==> src/rtl/eco32f_divider_pkg.sv <==
// Shared encodings for the eco32f iterative divider: FSM states, iteration
// count, exception cause code and a magnitude helper.
package eco32f_divider_pkg;

  typedef enum logic [1:0] {
    DIV_IDLE = 2'd0,
    DIV_RUN  = 2'd1,
    DIV_DONE = 2'd2
  } div_state_t;

  localparam int unsigned DIV_ITERS      = 32;
  localparam logic [4:0]  DIV_COUNT_INIT = 5'(DIV_ITERS - 1);

  // Cause code merged into the execute exception vector on divide-by-zero.
  localparam logic [4:0]  EXC_CAUSE_DIV_ZERO = 5'd10;

  function automatic logic [31:0] abs32(input logic [31:0] v, input logic sgn);
    return (sgn && v[31]) ? -v : v;
  endfunction

endpackage

==> src/rtl/eco32f_divider.sv <==
// Iterative restoring 32-bit divider for the eco32f execute stage. Stalls the
// pipeline while running, then presents quotient or remainder for one cycle.
module eco32f_divider
  import eco32f_divider_pkg::*;
(
  input  logic        clk,
  input  logic        rst,
  input  logic        ex_op_div,
  input  logic        ex_op_rem,
  input  logic        ex_signed_div,
  input  logic [31:0] ex_op_a,
  input  logic [31:0] ex_op_b,
  input  logic        ex_flush,
  output logic        ex_div_stall,
  output logic        ex_div_valid,
  output logic [31:0] ex_div_result,
  output logic        ex_exc_div_zero
);

  div_state_t  state_reg, state_next;
  logic [31:0] quo_reg, quo_next;
  logic [31:0] rem_reg, rem_next;
  logic [31:0] div_reg, div_next;
  logic [31:0] result_reg, result_next;
  logic [4:0]  count_reg, count_next;
  logic        neg_q_reg, neg_q_next;
  logic        neg_r_reg, neg_r_next;
  logic        want_rem_reg, want_rem_next;
  logic        div_zero_reg, div_zero_next;

  logic        start;
  logic [32:0] trial;
  logic [31:0] step_quo, step_rem;
  logic [31:0] neg_in, final_value;
  logic        neg_sel;

  assign start = (state_reg == DIV_IDLE) & (ex_op_div | ex_op_rem) & ~ex_flush;

  // One restoring step: shift the next dividend bit into the partial remainder.
  assign trial = {rem_reg, quo_reg[31]} - {1'b0, div_reg};

  always_comb begin
    if (!trial[32]) begin
      step_rem = trial[31:0];
      step_quo = {quo_reg[30:0], 1'b1};
    end else begin
      step_rem = {rem_reg[30:0], quo_reg[31]};
      step_quo = {quo_reg[30:0], 1'b0};
    end
  end

  // Single shared negator for the sign fix-up of whichever value is returned.
  assign neg_in      = want_rem_reg ? step_rem : step_quo;
  assign neg_sel     = want_rem_reg ? neg_r_reg : neg_q_reg;
  assign final_value = neg_sel ? -neg_in : neg_in;

  always_comb begin
    state_next    = state_reg;
    quo_next      = quo_reg;
    rem_next      = rem_reg;
    div_next      = div_reg;
    result_next   = result_reg;
    count_next    = count_reg;
    neg_q_next    = neg_q_reg;
    neg_r_next    = neg_r_reg;
    want_rem_next = want_rem_reg;
    div_zero_next = div_zero_reg;

    if (ex_flush) begin
      state_next    = DIV_IDLE;
      quo_next      = '0;
      rem_next      = '0;
      div_next      = '0;
      result_next   = '0;
      count_next    = '0;
      neg_q_next    = 1'b0;
      neg_r_next    = 1'b0;
      want_rem_next = 1'b0;
      div_zero_next = 1'b0;
    end else begin
      unique case (state_reg)
        DIV_IDLE: begin
          if (start) begin
            if (ex_op_b == '0) begin
              state_next    = DIV_DONE;
              div_zero_next = 1'b1;
              result_next   = '0;
            end else begin
              state_next    = DIV_RUN;
              quo_next      = abs32(ex_op_a, ex_signed_div);
              div_next      = abs32(ex_op_b, ex_signed_div);
              rem_next      = '0;
              count_next    = DIV_COUNT_INIT;
              neg_q_next    = (ex_op_a[31] ^ ex_op_b[31]) & ex_signed_div;
              neg_r_next    = ex_op_a[31] & ex_signed_div;
              want_rem_next = ex_op_rem;
              div_zero_next = 1'b0;
            end
          end
        end
        DIV_RUN: begin
          quo_next   = step_quo;
          rem_next   = step_rem;
          count_next = count_reg - 5'd1;
          if (count_reg == '0) begin
            state_next  = DIV_DONE;
            result_next = final_value;
          end
        end
        DIV_DONE: begin
          state_next    = DIV_IDLE;
          div_zero_next = 1'b0;
        end
        default: state_next = DIV_IDLE;
      endcase
    end
  end

  always_ff @(posedge clk) begin
    if (rst) begin
      state_reg    <= DIV_IDLE;
      quo_reg      <= '0;
      rem_reg      <= '0;
      div_reg      <= '0;
      result_reg   <= '0;
      count_reg    <= '0;
      neg_q_reg    <= 1'b0;
      neg_r_reg    <= 1'b0;
      want_rem_reg <= 1'b0;
      div_zero_reg <= 1'b0;
    end else begin
      state_reg    <= state_next;
      quo_reg      <= quo_next;
      rem_reg      <= rem_next;
      div_reg      <= div_next;
      result_reg   <= result_next;
      count_reg    <= count_next;
      neg_q_reg    <= neg_q_next;
      neg_r_reg    <= neg_r_next;
      want_rem_reg <= want_rem_next;
      div_zero_reg <= div_zero_next;
    end
  end

  assign ex_div_stall    = start | (state_reg == DIV_RUN);
  assign ex_div_valid    = (state_reg == DIV_DONE) & ~ex_flush;
  assign ex_exc_div_zero = ex_div_valid & div_zero_reg;
  assign ex_div_result   = result_reg;

endmodule

==> config.mk <==
export PLATFORM = sky130hd
export DESIGN_NAME = eco32f_divider
export DESIGN_NICKNAME = d
export VERILOG_FILES = /design/src/rtl/eco32f_divider_pkg.sv /design/src/rtl/eco32f_divider.sv
export SDC_FILE = /design/constraint.sdc
export NUM_CORES = 1
export LEC_CHECK = 0
export CAP_MARGIN = 10
export CORE_MARGIN = 8
export CORE_UTILIZATION = 45
export CTS_BUF_LIST = sky130_fd_sc_hd__clkbuf_4 sky130_fd_sc_hd__clkbuf_8
export CTS_CLUSTER_DIAMETER = 120
export DETAILED_ROUTE_END_ITERATION = 7
export PLACE_DENSITY = 0.76
export SLEW_MARGIN = 20
export SYNTH_ARGS = -nofsm -noshare
export SYNTH_HDL_FRONTEND = slang
export SYNTH_SLANG_ARGS = --single-unit
==> constraint.sdc <==
create_clock -name clk -period 7.2 [get_ports clk]
set_input_delay 0.72 -clock clk [delete_from_list [all_inputs] [get_ports clk]]
set_output_delay 0.72 -clock clk [all_outputs]
set_load 0.01 [all_outputs]
==> flow_summary.html, run 1 <==
<table>
<tr><th>Metric</th><th>Value</th></tr>
<tr><th colspan="2">CTS</th></tr>
<tr><td>Inserted Clock Buffers</td><td>17</td></tr>
<tr><td>Library cell used as clock root buffer</td><td>clkbuf_8</td></tr>
<tr><td>Clock slew seen by the registers of the worst setup and hold paths</td><td>100 ps</td></tr>
<tr><td>Buffers inserted by post-CTS timing repair</td><td>0</td></tr>
<tr><td>Number of H-tree levels</td><td>4</td></tr>
<tr><td>Post-cts hold buffer count</td><td>0</td></tr>
<tr><td>Cts repair resizes</td><td>0</td></tr>
<tr><td>Deepest clock path buffer count</td><td>2</td></tr>
<tr><td>Clock tree from TritonCTS</td><td>done</td></tr>
<tr><td>Latest clock arrival within the worst-skew pair</td><td>470 ps</td></tr>
<tr><td>Total number of clock tree sinks</td><td>139</td></tr>
<tr><th colspan="2">Floorplan</th></tr>
<tr><td>Chip height</td><td>167 um</td></tr>
<tr><td>Initial Utilization</td><td>45.6%</td></tr>
<tr><td>Io pins</td><td>105</td></tr>
<tr><td>Overall die width</td><td>167 um</td></tr>
<tr><td>Full die area</td><td>27900 um^2</td></tr>
<tr><td>Placeable core region</td><td>22500 um^2</td></tr>
<tr><td># rows</td><td>55</td></tr>
<tr><th colspan="2">Synth</th></tr>
<tr><td>Number of distinct library cells after synthesis</td><td>80</td></tr>
<tr><td>Cell Area, Synth</td><td>10300 um^2</td></tr>
<tr><td>Leading register cell type out of synthesis</td><td>dfxtp_1</td></tr>
<tr><td>Total number of yosys warnings</td><td>0</td></tr>
<tr><td>Post-synthesis net count</td><td>1511</td></tr>
<tr><td>Post-synthesis cell count</td><td>1403</td></tr>
<tr><td>Proportion of synthesized chip area in sequential cells</td><td>27.1%</td></tr>
<tr><td>Mean instance size in the synthesized netlist</td><td>7.32 um^2</td></tr>
<tr><td>Number of synthesized register bits</td><td>139</td></tr>
<tr><td>Share of synthesized registers carrying an async set or reset</td><td>0%</td></tr>
<tr><td>Number of synthesized flops with an enable pin</td><td>0</td></tr>
<tr><th colspan="2">Place</th></tr>
<tr><td>Final HPWL DP</td><td>23.4 mm</td></tr>
<tr><td>Worst setup slack before clock tree synthesis</td><td>1900 ps</td></tr>
<tr><td>Area after DPL</td><td>11400 um^2</td></tr>
<tr><td>Count of buffers inserted at the top-level ports</td><td>104</td></tr>
<tr><td>Final Wtd Congestion</td><td>0.949</td></tr>
<tr><td>Placed instance count</td><td>1719</td></tr>
<tr><th colspan="2">Hold path</th></tr>
<tr><td>HP Class</td><td>reg -&gt; reg</td></tr>
<tr><th colspan="2">Route</th></tr>
<tr><td>Post-Route WL</td><td>31.0 mm</td></tr>
<tr><td>Ratio of routed vias to standard cells</td><td>5.94</td></tr>
<tr><td>DRC</td><td>0</td></tr>
<tr><td>1st-pass router iterations</td><td>6</td></tr>
<tr><td>Number of nets still failing antenna checks after routing</td><td>0</td></tr>
<tr><td>Starting DRC count in detailed routing</td><td>918</td></tr>
<tr><td>Via count</td><td>10.4k</td></tr>
<tr><td>Average wire length per cell after detail routing</td><td>17.7 um</td></tr>
<tr><th colspan="2">Finish</th></tr>
<tr><td>Number of diodes</td><td>0</td></tr>
<tr><td>Most used cells in the layout excluding fill and tap cells</td><td>221 x nor2_1, 139 x a21oi_1, 138 x dfxtp_1, 136 x nand2_1, 104 x clkdlybuf4s50_1</td></tr>
<tr><td>Utilization after layout</td><td>52.4%</td></tr>
<tr><td>Number of non-filler instances in the completed layout</td><td>1750</td></tr>
<tr><td>Share of post-route cells with drive strength above 1</td><td>5.94%</td></tr>
<tr><td>Most common library cell in the layout ignoring fill and taps</td><td>nor2_1</td></tr>
<tr><td>Cell area after layout</td><td>11800 um^2</td></tr>
<tr><td>Layout-stage area growth over the synthesis result</td><td>14.8%</td></tr>
<tr><td>Total Nets Final</td><td>1561</td></tr>
<tr><th colspan="2">STA</th></tr>
<tr><td>Slew margin rel.</td><td>29.4%</td></tr>
<tr><td>Hold violation total from the final report</td><td>0</td></tr>
<tr><td>Post-layout minimum cycle time</td><td>5370 ps</td></tr>
<tr><td>Setup skew after layout</td><td>21.6 ps</td></tr>
<tr><td>Final worst-path cycle share</td><td>74.6%</td></tr>
<tr><td>Count of final max-slew check failures</td><td>0</td></tr>
<tr><td>Final setup violating endpoints</td><td>0</td></tr>
<tr><td>Setup repair after global routing missed its margin</td><td>no</td></tr>
<tr><td>Fin Setup TNS</td><td>0 ps</td></tr>
<tr><td>Fmax</td><td>0.186 GHz</td></tr>
<tr><td>Hold Slack</td><td>448 ps</td></tr>
<tr><td>Worst-margin pin slew</td><td>1060 ps</td></tr>
<tr><td>Final worst slack</td><td>1830 ps</td></tr>
<tr><th colspan="2">Global routing</th></tr>
<tr><td>Wire length of the first global-routing pass</td><td>49.3 mm</td></tr>
<tr><td>Largest net degree at the start of global routing</td><td>87</td></tr>
<tr><td>Final global-route overflow total</td><td>0</td></tr>
<tr><td>Antenna violations before repair</td><td>0</td></tr>
<tr><td>Aggregate global-route resource usage</td><td>21.4%</td></tr>
<tr><td>Number of global-route vias before repair</td><td>9648</td></tr>
<tr><th colspan="2">Power and ir drop</th></tr>
<tr><td>IR Drop Worst-Case VDD</td><td>0.000110 V</td></tr>
<tr><td>Final Power</td><td>2.10 mW</td></tr>
<tr><td>Pleak</td><td>4.42 nW</td></tr>
<tr><td>Total power per unit cell area</td><td>178 nW/um^2</td></tr>
<tr><th colspan="2">Worst setup path</th></tr>
<tr><td>WP data arrival</td><td>5720 ps</td></tr>
<tr><td>Cell type with the highest occurrence count on the critical path</td><td>nand2_1</td></tr>
<tr><td>CP Class</td><td>reg -&gt; reg</td></tr>
<tr><td>Endpoint class of the critical path</td><td>flop</td></tr>
<tr><td>Crit path cell chain</td><td>ha_1, a21o_1, a31o_1, a31oi_2, o221ai_2, a221o_2, o21ai_2, nand2_1, nand2_1, o21ai_0, mux2i_1, ha_1, o311ai_1, a2111oi_4, nand2_1, o41ai_2, xnor2_1, o21ai_1</td></tr>
<tr><td>Count of buffering cells on the critical path with inverters included</td><td>0</td></tr>
<tr><td>Delay of the slowest cell on the worst path</td><td>540 ps</td></tr>
<tr><td>Top cell family by delay on the critical path</td><td>compound AO/OA/AOI/OAI gates</td></tr>
<tr><td>Critical path required time</td><td>7550 ps</td></tr>
<tr><td>CP max stage cell</td><td>o21ai_2</td></tr>
<tr><td>Launching element type of the critical path</td><td>flop</td></tr>
<tr><td>Maximum fanout encountered on the critical timing path</td><td>12</td></tr>
<tr><th colspan="2">Run status</th></tr>
<tr><td>Status</td><td>complete, no violations</td></tr>
<tr><th colspan="2">Job</th></tr>
<tr><td>Max-cap check violation count</td><td>0</td></tr>
</table>
-- power breakdown --
group	internal [mW]	switching (mW)
registers	0.788	0.0163
clock network	0.313	0.350
logic	0.236	0.393
total	1.34	0.759
-- logic make-up (layout without fill, tap and decap cells) --
| group | after synthesis | after routing | synth area share (%) |
|---|---|---|---|
| and+or+nand+nor | 521 | 521 | 22.9 |
| AOI/OAI and AO/OA | 431 | 431 | 27.8 |
| DFF | 139 | 139 | 27.1 |
| buffers and inverters | 139 | 201 | 5.64 |
| xor gates and xnor gates | 117 | 117 | 9.98 |
| adders and majority gates | 38 | 38 | 4.70 |
| muxes | 18 | 18 | 1.86 |
-- path summary, 6_finish.rpt --
kind / from / endpoint / slack (ps) / cells after the start
max: rem_reg[18] / ex_div_result[26] / 1830 / 18
min: ex_div_result[25] / ex_div_result[25] / 450 / 2
max reg2reg: rem_reg[18] / ex_div_result[26] / 1830 / 18
min reg2reg: ex_div_result[25] / ex_div_result[25] / 450 / 2
-- worst min-delay path: stages (launching register included) --
cell and delay (ps):
dfxtp_1 320, nand2_1 50, o21ai_1 50
-- cells in the mapped netlist, types with 3 or more instances --
library cell,count,area [um^2]
nor2b_1,11,68.8
nor2_1,221,830
ha_1,37,463
a22oi_1,22,165
o21a_1,4,30.0
a21o_1,16,120
nand2_1,136,510
nand2b_1,8,50.1
a2bb2oi_1,3,26.3
nor3_1,31,155
o22ai_1,3,18.8
a21oi_1,139,696
buf_1,7,26.3
xnor2_1,59,517
or3_1,9,56.3
xor2_1,58,508
a31oi_1,19,119
inv_1,55,206
nand3_1,26,130
o41ai_2,4,65.1
a211oi_2,3,37.5
o31ai_1,15,113
buf_6,7,78.8
a311oi_1,4,35.0
mux2_2,9,101
o41ai_1,6,52.6
o21ai_0,71,355
nand4_1,6,37.5
dfxtp_1,139,2780
a311o_1,3,30.0
and4_1,3,26.3
o21ai_1,13,65.1
o211ai_1,10,75.1
or4_1,3,22.5
mux2i_1,9,90.1
and2_1,14,87.6
o21bai_1,5,37.5
clkbuf_1,65,244
nor4_1,16,100
buf_2,4,20.0
and3_1,17,106
a222oi_1,4,40.0
or2_2,4,25.0
nor3b_1,3,22.5
a211oi_1,55,413
-- layout make-up --
type	instances	area, um^2
Clock inverter	14	160
Tap cell	285	357
Inverter	56	210
Clock buffer	17	234
Sequential cell	139	2780
Multi-Input combinational cell	1125	6930
Fill cell	2179	10700
Timing Repair Buffer	114	1120
-- routing by layer --
layer,GRT usage (%),routed length [um],up-vias
met1,26.6,13300,4878
li1,-,-,5100
met4,8.62,1060,0
met3,3.55,1720,67
met5,0,0,-
met2,36.1,14900,355
(Power assumes the default switching activity.)
==> run 2: changes to the inputs <==
clock period = 5.2 ns   (was 7.2 ns; I/O delays follow)
==> flow_summary.html, run 2 (synthesis results as in run 1) <==
<table>
<tr><th>Metric</th><th>Value</th></tr>
<tr><th colspan="2">STA</th></tr>
<tr><td>Slew margin rel.</td><td>26.9%</td></tr>
<tr><td>Fin Setup TNS</td><td>0 ps</td></tr>
<tr><td>Hold Slack</td><td>447 ps</td></tr>
<tr><td>Post-layout minimum cycle time</td><td>4800 ps</td></tr>
<tr><td>Hold violation total from the final report</td><td>0</td></tr>
<tr><td>Final setup violating endpoints</td><td>0</td></tr>
<tr><td>Final worst-path cycle share</td><td>92.4%</td></tr>
<tr><td>Setup repair after global routing missed its margin</td><td>no</td></tr>
<tr><td>Setup skew after layout</td><td>19.1 ps</td></tr>
<tr><td>Worst-margin pin slew</td><td>1100 ps</td></tr>
<tr><td>Fmax</td><td>0.208 GHz</td></tr>
<tr><td>Count of final max-slew check failures</td><td>0</td></tr>
<tr><th colspan="2">Finish</th></tr>
<tr><td>Number of non-filler instances in the completed layout</td><td>1758</td></tr>
<tr><td>Layout-stage area growth over the synthesis result</td><td>15.5%</td></tr>
<tr><td>Total Nets Final</td><td>1568</td></tr>
<tr><td>Most used cells in the layout excluding fill and tap cells</td><td>221 x nor2_1, 139 x a21oi_1, 138 x dfxtp_1, 136 x nand2_1, 104 x clkdlybuf4s50_1</td></tr>
<tr><td>Most common library cell in the layout ignoring fill and taps</td><td>nor2_1</td></tr>
<tr><td>Count of fill cells added during filler insertion</td><td>2176</td></tr>
<tr><td>Number of diodes</td><td>0</td></tr>
<tr><td>Share of post-route cells with drive strength above 1</td><td>6.45%</td></tr>
<tr><td>Cell area after layout</td><td>11900 um^2</td></tr>
<tr><td>Utilization after layout</td><td>52.7%</td></tr>
<tr><th colspan="2">Floorplan</th></tr>
<tr><td>Full die area</td><td>27900 um^2</td></tr>
<tr><td>Initial Utilization</td><td>45.6%</td></tr>
<tr><td>Overall die width</td><td>167 um</td></tr>
<tr><td>Chip height</td><td>167 um</td></tr>
<tr><td># rows</td><td>55</td></tr>
<tr><td>Io pins</td><td>105</td></tr>
<tr><td>Placeable core region</td><td>22500 um^2</td></tr>
<tr><th colspan="2">Worst setup path</th></tr>
<tr><td>R2r startpoint</td><td>rem_reg[22]</td></tr>
<tr><td>Cell depth of the worst flop-to-flop path</td><td>18</td></tr>
<tr><td>Critical path required time</td><td>5530 ps</td></tr>
<tr><td>Launching element type of the critical path</td><td>flop</td></tr>
<tr><td>Crit path cell chain</td><td>ha_1, a21oi_1, o21ai_0, a31oi_2, o221ai_2, a221o_2, o21ai_2, nand2_1, nand2_1, o21ai_0, mux2i_1, ha_1, o311ai_1, a2111oi_4, nand2_1, o41ai_2, xnor2_1, o21ai_1</td></tr>
<tr><td>CP max stage cell</td><td>a221o_2</td></tr>
<tr><td>CP Class</td><td>reg -&gt; reg</td></tr>
<tr><td>Endpoint class of the critical path</td><td>flop</td></tr>
<tr><td>Top cell family by delay on the critical path</td><td>compound AO/OA/AOI/OAI gates</td></tr>
<tr><td>WP data arrival</td><td>5140 ps</td></tr>
<tr><td>Maximum fanout encountered on the critical timing path</td><td>7</td></tr>
<tr><td>Delay of the slowest cell on the worst path</td><td>490 ps</td></tr>
<tr><td>Count of buffering cells on the critical path with inverters included</td><td>0</td></tr>
<tr><td>Worst reg2reg setup slack</td><td>400 ps</td></tr>
<tr><td>End of the worst register-to-register path</td><td>ex_div_result[26]</td></tr>
<tr><td>Cell type with the highest occurrence count on the critical path</td><td>nand2_1</td></tr>
<tr><th colspan="2">CTS</th></tr>
<tr><td>Library cell used as clock root buffer</td><td>clkbuf_8</td></tr>
<tr><td>Post-cts hold buffer count</td><td>0</td></tr>
<tr><td>Number of H-tree levels</td><td>4</td></tr>
<tr><td>Deepest clock path buffer count</td><td>2</td></tr>
<tr><td>Inserted Clock Buffers</td><td>17</td></tr>
<tr><td>Buffers inserted by post-CTS timing repair</td><td>0</td></tr>
<tr><td>Latest clock arrival within the worst-skew pair</td><td>480 ps</td></tr>
<tr><td>Clock tree from TritonCTS</td><td>done</td></tr>
<tr><td>Clock slew seen by the registers of the worst setup and hold paths</td><td>80 ps</td></tr>
<tr><td>Cts repair resizes</td><td>0</td></tr>
<tr><td>Total number of clock tree sinks</td><td>139</td></tr>
<tr><th colspan="2">Global routing</th></tr>
<tr><td>Largest net degree at the start of global routing</td><td>75</td></tr>
<tr><td>Wire length of the first global-routing pass</td><td>50.5 mm</td></tr>
<tr><td>Number of global-route vias before repair</td><td>9837</td></tr>
<tr><td>Antenna violations before repair</td><td>0</td></tr>
<tr><td>Aggregate global-route resource usage</td><td>22.0%</td></tr>
<tr><td>Final global-route overflow total</td><td>0</td></tr>
<tr><th colspan="2">Power and ir drop</th></tr>
<tr><td>IR Drop Worst-Case VDD</td><td>0.000134 V</td></tr>
<tr><td>Total power per unit cell area</td><td>247 nW/um^2</td></tr>
<tr><td>Pleak</td><td>4.47 nW</td></tr>
<tr><th colspan="2">Place</th></tr>
<tr><td>Placed instance count</td><td>1726</td></tr>
<tr><td>Area after DPL</td><td>11400 um^2</td></tr>
<tr><td>Final HPWL DP</td><td>24.1 mm</td></tr>
<tr><td>Count of buffers inserted at the top-level ports</td><td>104</td></tr>
<tr><td>Final Wtd Congestion</td><td>0.940</td></tr>
<tr><th colspan="2">Hold path</th></tr>
<tr><td>HP Class</td><td>reg -&gt; reg</td></tr>
<tr><td>Number of cells on the worst hold path</td><td>2</td></tr>
<tr><td>Sink of the worst hold path</td><td>ex_div_result[29]</td></tr>
<tr><td>Hold Startpoint</td><td>ex_div_result[29]</td></tr>
<tr><th colspan="2">Run status</th></tr>
<tr><td>Status</td><td>complete, no violations</td></tr>
<tr><th colspan="2">Route</th></tr>
<tr><td>DRC</td><td>0</td></tr>
<tr><td>Ratio of routed vias to standard cells</td><td>5.94</td></tr>
<tr><td>Via count</td><td>10.4k</td></tr>
<tr><td>Starting DRC count in detailed routing</td><td>873</td></tr>
<tr><td>1st-pass router iterations</td><td>5</td></tr>
<tr><td>Average wire length per cell after detail routing</td><td>18.0 um</td></tr>
<tr><td>Number of nets still failing antenna checks after routing</td><td>0</td></tr>
<tr><td>Post-Route WL</td><td>31.6 mm</td></tr>
<tr><th colspan="2">Job</th></tr>
<tr><td>Max-cap check violation count</td><td>0</td></tr>
</table>
## run 2: power breakdown
part / internal (mW) / switching [mW]
logic: 0.336 / 0.551
clock network: 0.451 / 0.481
registers: 1.09 / 0.0234
## run 2: area by class of cell
class                           count  area, um^2  share of cell area (%)
Sequential cell                   139        2780                    23.5
Multi-Input combinational cell   1125        6940                    58.5
Clock buffer                       19         249                    2.10
Timing Repair Buffer              121        1170                    9.85
Tap cell                          285         357                    3.01
Clock inverter                     13         159                    1.34
Inverter                           56         210                    1.77
## run 2: per-stage QoR
stage	power (mW)	setup slack [ps]
floorplan	1.75	658
global placement	2.00	480
detailed placement	2.01	427
CTS	2.93	400
global route	3.07	35.2
finish	2.93	396
## run 2: tightest hold or removal path, stage by stage (launching register included)
cell and delay [ps]:
dfxtp_1 320, nand2_1 50, o21ai_1 50
## run 2: layer usage
metal  track usage, %  up-vias  part of all wire [%]
li1                 -     5115                     -
met1             27.2     4860                    43
met2             36.8      390                    48
met3             3.66       75                   5.8
met4             9.87        0                   3.6
met5                0        -                     0
## run 2: worst max path at each step
stage / start / end / slack (ps) / cells past startpoint
2_1_floorplan: quo_reg[31] / ex_div_result[26] / 660 / 21
3_3_place_gp: rem_reg[18] / ex_div_result[30] / 480 / 15
3_5_place_dp: div_reg[19] / ex_div_result[30] / 430 / 16
4_1_cts: div_reg[19] / ex_div_result[30] / 400 / 16
5_1_grt: quo_reg[31] / ex_div_result[22] / 40 / 20
6_report: rem_reg[22] / ex_div_result[26] / 400 / 18
